--- config.mk ---
export PLATFORM = sky130hd
export DESIGN_NAME = booth_seq_ctrl
export DESIGN_NICKNAME = d
export VERILOG_FILES = /design/src/rtl/booth_seq_ctrl.sv
export SDC_FILE = /design/constraint.sdc
export NUM_CORES = 1
export LEC_CHECK = 0
export CAP_MARGIN = 40
export CORE_MARGIN = 2
export CORE_UTILIZATION = 37
export CTS_BUF_LIST = sky130_fd_sc_hd__clkbuf_8
export CTS_CLUSTER_DIAMETER = 80
export DETAILED_ROUTE_END_ITERATION = 6
export DONT_BUFFER_PORTS = 1
export PLACE_DENSITY = 0.56
export SETUP_SLACK_MARGIN = 0.02
export SLEW_MARGIN = 10
export SYNTH_ARGS = -nofsm -noshare
export SYNTH_HDL_FRONTEND = slang
export SYNTH_SLANG_ARGS = --single-unit
--- constraint.sdc ---
create_clock -name clk -period 3.7 [get_ports clk]
set_input_delay 1.11 -clock clk [delete_from_list [all_inputs] [get_ports clk]]
set_output_delay 1.11 -clock clk [all_outputs]
set_load 0.03 [all_outputs]
--- src/rtl/booth_seq_ctrl.sv ---
// ---------------------------------------------------------------------------
// booth_seq_ctrl
//
// Issue/sequencer stage in front of the 5x5 Booth multiplier. Operand pairs
// arrive on a valid/ready stream and are buffered in a small FIFO. One
// multiplication is in flight at a time: the head entry is popped into
// mul_m/mul_q, a single-cycle mul_start pulse is issued, and after a fixed
// latency the multiplier product is captured and offered on a valid/ready
// output stream.
//
// Ports
//   clk, rst            rising-edge clock, synchronous active-high reset
//   in_valid/in_ready   operand stream handshake (in_ready = FIFO not full)
//   in_m, in_q          multiplicand / multiplier, two's complement
//   mul_start           one-cycle start pulse to the multiplier
//   mul_m, mul_q        registered operands, held from one pop to the next
//   mul_result          product returned by the multiplier
//   out_valid/out_ready product stream handshake
//   out_data            captured product (passed through unmodified)
//   fifo_level          FIFO occupancy, 0..FIFO_DEPTH
//   busy                sequencer not idle
//   chk_err             sticky product-check error
//
// Optional feature: define BOOTH_SEQ_CHECK_EN to build a reference product
// that is compared against mul_result at capture time. Without the macro no
// reference logic exists and chk_err is tied low.
// ---------------------------------------------------------------------------
module booth_seq_ctrl #(
    parameter int DATA_W     = 5,
    parameter int RES_W      = 8,
    parameter int FIFO_DEPTH = 4,
    parameter int RES_LAT    = 6
) (
    input  logic                          clk,
    input  logic                          rst,
    input  logic                          in_valid,
    output logic                          in_ready,
    input  logic [DATA_W-1:0]             in_m,
    input  logic [DATA_W-1:0]             in_q,
    output logic                          mul_start,
    output logic [DATA_W-1:0]             mul_m,
    output logic [DATA_W-1:0]             mul_q,
    input  logic [RES_W-1:0]              mul_result,
    output logic                          out_valid,
    input  logic                          out_ready,
    output logic [RES_W-1:0]              out_data,
    output logic [$clog2(FIFO_DEPTH):0]   fifo_level,
    output logic                          busy,
    output logic                          chk_err
);

    localparam int PTR_W = $clog2(FIFO_DEPTH);
    localparam int CNT_W = PTR_W + 1;
    localparam int LAT_W = $clog2(RES_LAT + 1);

    localparam logic [CNT_W-1:0] FULL_LVL = CNT_W'(FIFO_DEPTH);
    localparam logic [LAT_W-1:0] LAT_LAST = LAT_W'(RES_LAT - 1);

    localparam logic [1:0] S_IDLE  = 2'd0;
    localparam logic [1:0] S_START = 2'd1;
    localparam logic [1:0] S_WAIT  = 2'd2;
    localparam logic [1:0] S_HOLD  = 2'd3;

    // FIFO storage (data only, never reset)
    logic [DATA_W-1:0] mem_m [FIFO_DEPTH];
    logic [DATA_W-1:0] mem_q [FIFO_DEPTH];

    logic [PTR_W-1:0]  wr_ptr_q, wr_ptr_d;
    logic [PTR_W-1:0]  rd_ptr_q, rd_ptr_d;
    logic [CNT_W-1:0]  count_q,  count_d;
    logic [1:0]        state_q,  state_d;
    logic [LAT_W-1:0]  lat_q,    lat_d;
    logic [DATA_W-1:0] mul_m_q,  mul_m_d;
    logic [DATA_W-1:0] mul_q_q,  mul_q_d;
    logic [RES_W-1:0]  out_data_q, out_data_d;
    logic              out_valid_q, out_valid_d;

    logic              push;
    logic              pop;
    logic              capture;
    logic [DATA_W-1:0] head_m;
    logic [DATA_W-1:0] head_q;

    assign head_m  = mem_m[rd_ptr_q];
    assign head_q  = mem_q[rd_ptr_q];

    assign in_ready   = (count_q != FULL_LVL);
    assign push       = in_valid && in_ready;
    // Pops only happen from IDLE, which is what keeps a single op in flight.
    assign pop        = (state_q == S_IDLE) && (count_q != '0);
    assign capture    = (state_q == S_WAIT) && (lat_q == LAT_LAST);

    assign mul_start  = (state_q == S_START);
    assign mul_m      = mul_m_q;
    assign mul_q      = mul_q_q;
    assign out_valid  = out_valid_q;
    assign out_data   = out_data_q;
    assign fifo_level = count_q;
    assign busy       = (state_q != S_IDLE);

    // FIFO pointer / level next-state
    always_comb begin
        wr_ptr_d = wr_ptr_q;
        rd_ptr_d = rd_ptr_q;
        count_d  = count_q;
        if (push) wr_ptr_d = wr_ptr_q + PTR_W'(1);
        if (pop)  rd_ptr_d = rd_ptr_q + PTR_W'(1);
        // Simultaneous push and pop cancel out in the level.
        if (push && !pop)      count_d = count_q + CNT_W'(1);
        else if (pop && !push) count_d = count_q - CNT_W'(1);
    end

    // Sequencer next-state
    always_comb begin
        state_d     = state_q;
        lat_d       = lat_q;
        mul_m_d     = mul_m_q;
        mul_q_d     = mul_q_q;
        out_data_d  = out_data_q;
        out_valid_d = out_valid_q;
        case (state_q)
            S_IDLE: begin
                if (pop) begin
                    mul_m_d = head_m;
                    mul_q_d = head_q;
                    state_d = S_START;
                end
            end
            S_START: begin
                lat_d   = '0;
                state_d = S_WAIT;
            end
            S_WAIT: begin
                lat_d = lat_q + LAT_W'(1);
                if (capture) begin
                    out_data_d  = mul_result;
                    out_valid_d = 1'b1;
                    state_d     = S_HOLD;
                end
            end
            default: begin
                if (out_ready) begin
                    out_valid_d = 1'b0;
                    state_d     = S_IDLE;
                end
            end
        endcase
    end

    always_ff @(posedge clk) begin
        if (push) begin
            mem_m[wr_ptr_q] <= in_m;
            mem_q[wr_ptr_q] <= in_q;
        end
    end

    always_ff @(posedge clk) begin
        if (rst) begin
            wr_ptr_q    <= '0;
            rd_ptr_q    <= '0;
            count_q     <= '0;
            state_q     <= S_IDLE;
            lat_q       <= '0;
            mul_m_q     <= '0;
            mul_q_q     <= '0;
            out_data_q  <= '0;
            out_valid_q <= 1'b0;
        end else begin
            wr_ptr_q    <= wr_ptr_d;
            rd_ptr_q    <= rd_ptr_d;
            count_q     <= count_d;
            state_q     <= state_d;
            lat_q       <= lat_d;
            mul_m_q     <= mul_m_d;
            mul_q_q     <= mul_q_d;
            out_data_q  <= out_data_d;
            out_valid_q <= out_valid_d;
        end
    end

`ifdef BOOTH_SEQ_CHECK_EN
    // Reference product is formed from the FIFO head at pop time, so it lines
    // up with the operands that mul_m/mul_q present for this op.
    logic signed [2*DATA_W-1:0] ref_prod;
    logic signed [2*DATA_W-1:0] ref_q;
    logic                       chk_err_q;

    assign ref_prod = $signed(head_m) * $signed(head_q);
    assign chk_err  = chk_err_q;

    always_ff @(posedge clk) begin
        if (rst) begin
            ref_q     <= '0;
            chk_err_q <= 1'b0;
        end else begin
            if (pop) ref_q <= ref_prod;
            if (capture && (ref_q[RES_W-1:0] != mul_result)) chk_err_q <= 1'b1;
        end
    end
`else
    assign chk_err = 1'b0;
`endif

endmodule

==> qor.csv, run 1 <==
stage,metric,value,unit
clocking,cts_buffers,9,
run_status,status,completed,
floorplanning,io_pins,48,
power_and_ir_drop,p_sw,813,µW
power_and_ir_drop,p_int,1.58,mW
clocking,cts_buffer_depth,2,
sta,fin_crit,2.82,ns
clocking,cts_tree,done,
synthesis,synth_edf_count,40,
power_and_ir_drop,power_frac_seq,49.5,%
floorplanning,rows,32,
sta,clock_skew,0.00734,ns
global_routing,grt_usage,13.2,%
placed_design,place_congestion,0.695,
final_layout,area_growth,9.65,%
clocking,cts.clk_slew.worst_paths,0.07,ns
synthesis,yosys_warnings,0,
setup_path,critPathMaxStageDelay,0.61,ns
floorplanning,die_area,8460,µm²
setup_path,path_cells,nor3b_1 -> inv_1,
sta,rsz0062_at_grt,false,
setup_path,critPathTopFamily,flip-flops,
sta,worst_slack,0.881,ns
sta,setup_tns,0,ns
final_layout,utilization,41.3,%
drt,drt-vias-per-instance,4.84,
sta,report.final.hold_viol_count,0,
clocking,insertion_delay,0.34,ns
clocking,cts_htree_levels,3,
setup_path,crit_arrival,1.71,ns
power_and_ir_drop,swShare,34.0,%
power_and_ir_drop,p_total,2.39,mW
synthesis,synth-seq-cells,71,
placed_design,hpwl,3480,µm
drt,drcViolationCount,0,
final_layout,drive_gt1_share,11.5,%
setup_path,cpMaxStageDelayCell,dfxtp_1,
synthesis,netlist.area_leader.share,41.9,%
clocking,post_cts_buffers,0,
final_layout,seq_area,1820,µm²
clocking,clock_sinks,71,
synthesis,netlist.top_cell.by_area,edfxtp_1,
global_routing,grt_max_degree,30,
power_and_ir_drop,ir_worst_vdd,0.296,mV
floorplanning,start_util,37.6,%
power_and_ir_drop,p_clk_share,27.2,%
drt,dr.pass1.iters,4,
sta,fmax,355,MHz
sta,worst_pin_slew,0.791,ns
final_layout,n_antenna_cell,0,
drt,ant_nets,0,
clocking,cts_resized,0,
drt,initialDrtViolationCount,42,
final_layout,final_cell_mix,"nand2_1, edfxtp_1, dfxtp_1",
drt,routed_wl,5130,µm
final_layout,multi_input_area,932,µm²
setup_path,critPathBufInv,1,
power_and_ir_drop,combPwrFrac,23.3,%
placed_design,port_buffers,0,
synthesis,avgSynthCellArea,13.0,µm²
floorplanning,core,7610,µm²
sta,drv_slew,0,
synthesis,syn_inst,221,
setup_path,critPathLaunchType,flip-flop,
clocking,hold_buffers,0,
synthesis,synth_ff_type,edfxtp_1,
setup_path,path_class,flip-flop to output pin,
setup_path,required,2.59,ns
drt,wire_per_inst,15.6,µm
run,cap_violations,0,
global_routing,antenna_found_initial,0,
clocking,root_buffer,clkbuf_8,
placed_design,post-place-ws,1.14,ns
sta,relSlewSlack,47.2,%
setup_path,cp_max_fo,7,
synthesis,synth_nets,254,
sta,period_share,76.2,%
global_routing,grt-ovfl-total,0,
final_layout,nFillCells,719,
hold_path,min_path_type,flip-flop to flip-flop,
synthesis,yosysSeqAreaShare,63.6,%
floorplanning,die_w,92.0,µm
drt,vias,1587,
global_routing,grt_pass1_wl,8350,µm
synthesis,synthDistinctLibCells,38,
final_layout,nets,255,
setup_path,end_kind,output pin,
synthesis,synthTopCellsByArea,"edfxtp_1, dfxtp_1, mux4_2",
floorplanning,die-height,92.0,µm
power_and_ir_drop,p_leak,1.10,nW
global_routing,grt_pass1_vias,1668,
power_and_ir_drop,p_per_area,761,nW/µm²
synthesis,async_flop_share,0,%
synthesis,syn-cell-area,2860,µm²
sta,setup_viol,0,
[registers in the layout, summed over array words and instances (netlist names)]
name	flops
out_data	8
mem_m	20
state_q	2
wr_ptr_q	2
out_valid	1
mem_q	20
mul_q	5
rd_ptr_q	2
fifo_level	3
mul_m	5
lat_q	3
[Yosys cell counts (3+ instances only)]
cell	instances
o21ai_0	6
inv_1	12
dfxtp_1	31
buf_2	4
ha_1	10
a21oi_1	24
or3_1	3
mux4_2	8
edfxtp_1	40
nor2_1	6
and3_1	5
nand2_1	40
[metal layers]
metal / wire length [µm] / global-route usage (%) / vias up
met2: 2320 / 20.9 / 62
met4: 23 / 3.36 / 0
met3: 608 / 9.04 / 2
li1: - / - / 783
met1: 2180 / 14.5 / 740
met5: 0 / 0 / -
[logic make-up (layout without fill, tap and decap cells)]
group / Yosys count / count (layout) / synth area share, %
compound gates: 35 / 35 / 6.99
buf+inv: 23 / 28 / 3.84
mux: 13 / 13 / 9.22
fa+ha+maj: 11 / 11 / 5.07
other cells: 1 / 1 / 0.131
flops: 71 / 71 / 63.6
simple gates: 64 / 64 / 10.2
xor+xnor: 3 / 3 / 0.918
[area by class of cell]
cell class              instances  share of cell area (%)
clock buffers                   9                    3.94
multi-input cells             127                    29.7
clock inverters                 6                    2.75
well taps                     102                    4.06
flip-flops and latches         71                    58.0
inverters                      13                    1.55
[power groups by stage]
stage / logic [mW] / registers (mW) / clock network (mW)
6_report: 0.558 / 1.18 / 0.650
5_1_grt: 0.634 / 1.21 / 0.699
4_1_cts: 0.569 / 1.19 / 0.668
3_5_place_dp: 0.567 / 1.21 / 0
3_3_place_gp: 0.560 / 1.21 / 0
2_1_floorplan: 0.547 / 1.13 / 0
[through the flow]
stage,hold slack (ns),instances,cell area (µm²)
detailed placement,0.480,313,2930
global placement,0.469,313,2930
finish,0.486,328,3140
global route,0.536,328,3140
CTS,0.489,328,3140
floorplan,0.451,221,2860
[final timing paths]
check,start,to,slack (ns),cells past startpoint
setup reg to reg,fifo_level[0]$_SDFFE_PP0P_,fifo_level[2]$_SDFFE_PP0P_,1.20,8
setup / recovery,fifo_level[2]$_SDFFE_PP0P_,in_ready,0.88,2
hold / removal,state_q[1]$_SDFFE_PP0P_,state_q[1]$_SDFFE_PP0P_,0.49,2
hold reg to reg,state_q[1]$_SDFFE_PP0P_,state_q[1]$_SDFFE_PP0P_,0.49,2
[worst reg2reg max path: stages (launching register included)]
cell and delay, ns:
dfxtp_1 0.49, o31a_4 0.48, inv_2 0.21, ha_1 0.22, inv_1 0.06, fa_1 0.37
xor2_1 0.17, or3_1 0.30, a21oi_1 0.14
No activity file was read; power rests on OpenSTA's default activity.
==> inputs of run 2 (changes only) <==
--- a/config.mk
+++ b/config.mk
@@ -12,7 +12,7 @@
 export CTS_CLUSTER_DIAMETER = 80
 export DETAILED_ROUTE_END_ITERATION = 6
 export DONT_BUFFER_PORTS = 1
-export PLACE_DENSITY = 0.56
+export PLACE_DENSITY = 0.58
 export SETUP_SLACK_MARGIN = 0.02
 export SLEW_MARGIN = 10
 export SYNTH_ARGS = -nofsm -noshare
==> constraint.sdc (replaced) <==
create_clock -name clk -period 2.5 [get_ports clk]
set_input_delay 0.75 -clock clk [delete_from_list [all_inputs] [get_ports clk]]
set_output_delay 0.75 -clock clk [all_outputs]
set_load 0.03 [all_outputs]
==> run 2 against run 1 <==
Register-to-register slack worse by 0.88 ns. Final area rose by 1.7%. Clock skew up 0.0017 ns. Count of clock-buffer cells in the layout unchanged. Core utilization up 0.71 points. Critical path type unchanged.
==> qor.csv, run 2 (synthesized netlist as in run 1, its figures left out) <==
stage,metric,value,unit,change
final_layout,stdcell_count,335,,+2.1%
sta,report.final.hold_viol_count,0,,unchanged
sta,setup_tns,0,ns,unchanged
clocking,cts_resized,0,,unchanged
sta,clock_skew,0.00905,ns,+0.00171 ns
power_and_ir_drop,swShare,33.9,%,-0.086 points
clocking,hold_buffers,0,,unchanged
drt,initialDrtViolationCount,50,,+19%
setup_path,cp_max_fo,7,,unchanged
global_routing,grt-ovfl-total,0,,unchanged
hold_path,min_path_type,primary input to flip-flop,,
power_and_ir_drop,power_frac_seq,45.0,%,-4.5 points
sta,worst_slack,0.309,ns,-0.571 ns
placed_design,hpwl,3220,µm,-7.5%
global_routing,grt_pass1_wl,7940,µm,-4.9%
final_layout,final_cell_mix,"nand2_1, edfxtp_1, dfxtp_1",,
clocking,cts_buffer_depth,2,,unchanged
sta,relSlewSlack,61.1,%,+14 points
sta,worst_pin_slew,0.584,ns,-0.207 ns
setup_path,end_kind,output pin,,
global_routing,grt_usage,12.8,%,-0.44 points
setup_path,critPathLaunchType,flip-flop,,
drt,wire_per_inst,14.8,µm,-5.4%
floorplanning,start_util,37.6,%,unchanged
power_and_ir_drop,p_sw,1.24,mW,+52%
floorplanning,die-height,92.0,µm,unchanged
power_and_ir_drop,p_clk_share,27.4,%,+0.2 points
setup_path,cpMaxStageDelayCell,dfxtp_1,,
drt,dr.pass1.iters,4,,unchanged
sta,rsz0062_at_grt,false,,
final_layout,area_growth,11.5,%,
floorplanning,rows,32,,unchanged
global_routing,grt_pass1_vias,1611,,-3.4%
floorplanning,io_pins,48,,unchanged
drt,drt-vias-per-instance,4.91,,+1.6%
clocking,cts_htree_levels,3,,unchanged
final_layout,multi_input_area,932,µm²,unchanged
power_and_ir_drop,p_int,2.41,mW,+53%
final_layout,nFillCells,724,,+0.70%
run,cap_violations,0,,unchanged
clocking,cts_buffers,9,,unchanged
sta,fmax,457,MHz,
setup_path,path_cells,nor3b_1 -> inv_1,,
drt,vias,1646,,+3.7%
power_and_ir_drop,p_per_area,1140,nW/µm²,+50%
placed_design,place_area,2980,µm²,+1.5%
clocking,cts.clk_slew.worst_paths,0.08,ns,about the same
power_and_ir_drop,combPwrFrac,27.6,%,+4.3 points
clocking,cts_tree,done,,
drt,ant_nets,0,,unchanged
clocking,insertion_delay,0.35,ns,about the same
setup_path,critPathBufInv,1,,unchanged
sta,fin_crit,2.19,ns,
global_routing,grt_max_degree,30,,unchanged
sta,period_share,87.6,%,
global_routing,antenna_found_initial,0,,unchanged
final_layout,final_area,3190,µm²,+1.7%
sta,setup_viol,0,,unchanged
sta,drv_slew,0,,unchanged
placed_design,post-place-ws,0.302,ns,-0.841 ns
sta,holdWs,0.463,ns,-0.0222 ns
setup_path,required,1.75,ns,-0.84 ns
clocking,root_buffer,clkbuf_8,,
floorplanning,die_area,8460,µm²,unchanged
floorplanning,die_w,92.0,µm,unchanged
setup_path,critPathTopFamily,flip-flops,,
setup_path,crit_arrival,1.44,ns,-0.27 ns
clocking,post_cts_buffers,0,,unchanged
placed_design,port_buffers,0,,unchanged
final_layout,utilization,42.0,%,+0.71 points
power_and_ir_drop,p_total,3.64,mW,+52%
placed_design,place_congestion,0.673,,-3.1%
run_status,status,completed,,
final_layout,nets,261,,+2.4%
final_layout,n_antenna_cell,0,,unchanged
setup_path,path_class,flip-flop to output pin,,
drt,routed_wl,4950,µm,-3.4%
drt,drcViolationCount,0,,unchanged
placed_design,dp_cells,319,,+1.9%
final_layout,seq_area,1820,µm²,unchanged
power_and_ir_drop,ir_worst_vdd,0.482,mV,+63%
setup_path,critPathMaxStageDelay,0.40,ns,-0.21 ns
final_layout,drive_gt1_share,14.2,%,+2.7 points
floorplanning,core,7610,µm²,unchanged
clocking,clock_sinks,71,,unchanged
power_and_ir_drop,p_leak,1.13,nW,+3.2%
-- run 2: final timing paths --
path                               from                          to  slack (ns)  depth (start not counted)
min reg2reg     state_q[1]$_SDFFE_PP0P_     state_q[1]$_SDFFE_PP0P_        0.49                          2
min                                 rst       mul_m[3]$_SDFFE_PP0P_        0.46                          1
max reg2reg     state_q[0]$_SDFFE_PP0P_  fifo_level[2]$_SDFFE_PP0P_        0.32                         10
max          fifo_level[2]$_SDFFE_PP0P_                    in_ready        0.31                          2
-- run 2: worst register-to-register path, stage by stage, from the launching register on --
cell and delay [ns]:
dfxtp_1 0.36, inv_1 0.07, ha_1 0.28, o31a_4 0.15, inv_2 0.06, ha_1 0.16
inv_1 0.06, fa_1 0.37, xor2_1 0.17, or3_1 0.30, a21oi_1 0.14
-- run 2: power by group through the flow --
stage	Clock, mW	Sequential, mW	Combinational (mW)
floorplan	0	1.67	0.810
global placement	0	1.67	1.01
detailed placement	0	1.67	1.02
CTS	1.03	1.65	1.03
global route	1.07	1.66	1.13
finish	0.997	1.64	1.01
-- run 2: area by class of cell --
cell class	count	area share (%)
clock buffer	9	3.88
clock inverter	7	2.98
inverter	13	1.53
multi-input combinational	127	29.2
sequential	71	57.0
tap	102	4.00
timing repair buffer	6	1.41
-- run 2: per-layer routing --
| layer | vias to the layer above | GRT usage [%] | routed length [µm] |
|---|---|---|---|
| met3 | 7 | 7.56 | 453 |
| met2 | 52 | 20.1 | 2390 |
| met1 | 790 | 14.2 | 2050 |
| li1 | 797 | - | - |
| met5 | - | 0 | 0 |
| met4 | 0 | 4.85 | 55 |
==> inputs of run 3 (changes only) <==
--- a/config.mk
+++ b/config.mk
@@ -11,8 +11,7 @@
 export CTS_BUF_LIST = sky130_fd_sc_hd__clkbuf_8
 export CTS_CLUSTER_DIAMETER = 80
 export DETAILED_ROUTE_END_ITERATION = 6
-export DONT_BUFFER_PORTS = 1
-export PLACE_DENSITY = 0.58
+export PLACE_DENSITY = 0.66
 export SETUP_SLACK_MARGIN = 0.02
 export SLEW_MARGIN = 10
 export SYNTH_ARGS = -nofsm -noshare
==> run 3 against run 2 <==
Clock skew hardly changed. Power is 5.2% higher. Non-clock buffer count is 51 higher. Die area stayed put. Final area is 16% higher. Routed wire length is 9.1% higher. Core utilization is 6.5 points higher. Via count is 12% higher. Critical path depth is 7 higher. Maximum frequency is 5.8% lower. Critical path type is now primary input to flip-flop.
==> qor.csv, run 3 (synthesized netlist as in run 1, its figures left out) <==
stage,metric,value,unit,change
run_status,status,completed,,
placed_design,place_congestion,0.721,,+7.1%
clocking,post_cts_buffers,0,,unchanged
floorplanning,die-height,92.0,µm,unchanged
sta,setup_viol,0,,unchanged
floorplanning,die_w,92.0,µm,unchanged
power_and_ir_drop,p_total,3.83,mW,+5.2%
final_layout,layout_commonest_cell,clkdlybuf4s50_1,,
global_routing,use_met2,21.8,%,+1.7 points
clocking,cts_htree_levels,3,,unchanged
final_layout,utilization,48.5,%,+6.5 points
floorplanning,rows,32,,unchanged
drt,routed_wl,5400,µm,+9.1%
hold_path,min_to,out_data[1]$_SDFFE_PP0P_,,
clocking,root_buffer,clkbuf_8,,
setup_path,r2r_end,fifo_level[2]$_SDFFE_PP0P_,,
global_routing,grt_pass1_vias,1782,,+11%
clocking,cts_buffer_depth,2,,unchanged
sta,worst_pin_slew,0.526,ns,-0.0579 ns
sta,rsz0062_at_grt,false,,
floorplanning,start_util,37.6,%,unchanged
hold_path,whs_path_depth,2,,+1
final_layout,stdcell_count,386,,+15%
drt,drt-vias-per-instance,4.77,,-2.9%
clocking,hold_buffers,0,,unchanged
drt,dr.pass1.iters,4,,unchanged
placed_design,hpwl,3600,µm,+12%
sta,relSlewSlack,64.9,%,+3.8 points
setup_path,cp_max_fo,2,,-5
power_and_ir_drop,ir_worst_vdd,0.560,mV,+16%
final_layout,final_cell_mix,"clkdlybuf4s50_1, nand2_1, edfxtp_1",,
clocking,cts_tree,done,,
drt,wire_per_inst,14.0,µm,-5.3%
setup_path,rrSetupSlack,0.25,ns,-0.07 ns
setup_path,rr_worst_depth,10,,unchanged
floorplanning,io_pins,48,,unchanged
global_routing,busiest_layer,met2,,
drt,ant_nets,0,,unchanged
clocking,clock_sinks,71,,unchanged
sta,drv_slew,0,,unchanged
setup_path,path_class,primary input to flip-flop,,
setup_path,end_kind,flip-flop,,
floorplanning,core,7610,µm²,unchanged
global_routing,grt-ovfl-total,0,,unchanged
run,cap_violations,0,,unchanged
sta,period_share,93.0,%,+5.4 points
global_routing,gr-usage-met3,4.27,%,-3.3 points
clocking,cts.clk_slew.worst_paths,0.07,ns,about the same
sta,clock_skew,0.00893,ns,-0.000124 ns
final_layout,n_antenna_cell,0,,unchanged
global_routing,grt_usage,13.5,%,+0.76 points
setup_path,crit_arrival,2.59,ns,+1.15 ns
hold_path,min_path_type,flip-flop to flip-flop,,
global_routing,grt_max_degree,29,,-3.3%
drt,drcViolationCount,0,,unchanged
final_layout,nets,312,,+20%
sta,fmax,430,MHz,-5.8%
hold_path,min_from,out_data[1]$_SDFFE_PP0P_,,
global_routing,grt_use_met1,16.5,%,+2.3 points
setup_path,critPathLaunchType,primary input,,
final_layout,area_growth,28.9,%,
clocking,cts_buffers,9,,unchanged
setup_path,required,2.77,ns,+1.02 ns
global_routing,grt_pass1_wl,8630,µm,+8.6%
floorplanning,die_area,8460,µm²,unchanged
drt,vias,1841,,+12%
setup_path,r2r_start,state_q[0]$_SDFFE_PP0P_,,
clocking,insertion_delay,0.34,ns,about the same
drt,initialDrtViolationCount,89,,+78%
global_routing,antenna_found_initial,0,,unchanged
sta,worst_slack,0.175,ns,-0.135 ns
final_layout,drive_gt1_share,13.4,%,-0.78 points
placed_design,port_buffers,46,,+46
sta,fin_crit,2.33,ns,+0.135 ns
power_and_ir_drop,p_per_area,1040,nW/µm²,-9.0%
placed_design,dp_cells,370,,+16%
power_and_ir_drop,p_leak,1.33,nW,+18%
placed_design,post-place-ws,-0.176,ns,-0.478 ns
sta,report.final.hold_viol_count,0,,unchanged
-- run 3: cell count changes in the layout (fill, tap and decap cells not counted) --
cell,before,now
clkdlybuf4s50_1,0,43
buf_4,6,11
clkinvlp_4,0,3
dlygate4sd2_1,0,2
inv_6,2,0
clkinv_2,1,0
clkinv_4,1,0
dlymetal6s2s_1,0,1
inv_1,12,13
nor3b_1,1,0
nor3b_2,0,1
-- run 3: worst max path at each step --
| stage | start | to | cells after the start |
|---|---|---|---|
| finish | in_valid | fifo_level[2]$_SDFFE_PP0P_ | 9 |
| CTS | state_q[1]$_SDFFE_PP0P_ | mul_start | 3 |
| global placement | in_valid | fifo_level[2]$_SDFFE_PP0P_ | 9 |
| floorplan | fifo_level[0]$_SDFFE_PP0P_ | fifo_level[2]$_SDFFE_PP0P_ | 9 |
| detailed placement | in_valid | fifo_level[2]$_SDFFE_PP0P_ | 9 |
| global route | fifo_level[1]$_SDFFE_PP0P_ | fifo_level[1] | 1 |
-- run 3: routing by layer --
metal	vias up	wire length [µm]
li1	901	-
met1	893	2440
met2	40	2640
met3	7	255
met4	0	70
met5	-	0
-- run 3: worst max-delay path, cell delays in order --
cell,delay (ns)
clkdlybuf4s50_1,0.48
inv_1,0.06
nor2_1,0.11
ha_1,0.17
inv_1,0.05
fa_1,0.37
xor2_1,0.17
or3_1,0.30
a21oi_1,0.14
-- run 3: what timing repair did --
action                                 4_1_cts  5_1_grt
gates cloned                                 0        0
setup endpoints to repair                    2        1
pin swaps                                    0        0
endpoints found under the hold margin        0        0
gates resized for setup                      3        1
-- run 3: cell type report --
class / count / area (µm²)
Tap cell: 102 / 128
Clock buffer: 9 / 124
Sequential cell: 71 / 1820
Inverter: 13 / 48.8
Clock inverter: 7 / 90.1
Fill cell: 704 / 3920
Timing Repair Buffer: 57 / 543
Multi-Input combinational cell: 127 / 937
-- run 3: stage by stage --
| stage | cell area (µm²) | TNS [ns] | hold WS, ns |
|---|---|---|---|
| 6_report | 3690 | 0 | 0.453 |
| 5_1_grt | 3690 | 0 | 0.473 |
| 4_1_cts | 3690 | 0 | 0.457 |
| 3_5_place_dp | 3470 | -0.176 | 0.447 |
| 3_3_place_gp | 3470 | -0.138 | 0.443 |
| 2_1_floorplan | 2860 | 0 | 0.451 |
-- run 3: report_power, final --
group          internal (mW)  switching, mW  total (mW)
clock network          0.554          0.416       0.971
registers               1.40          0.127        1.53
logic                  0.606          0.725        1.33
total                   2.56           1.27        3.83
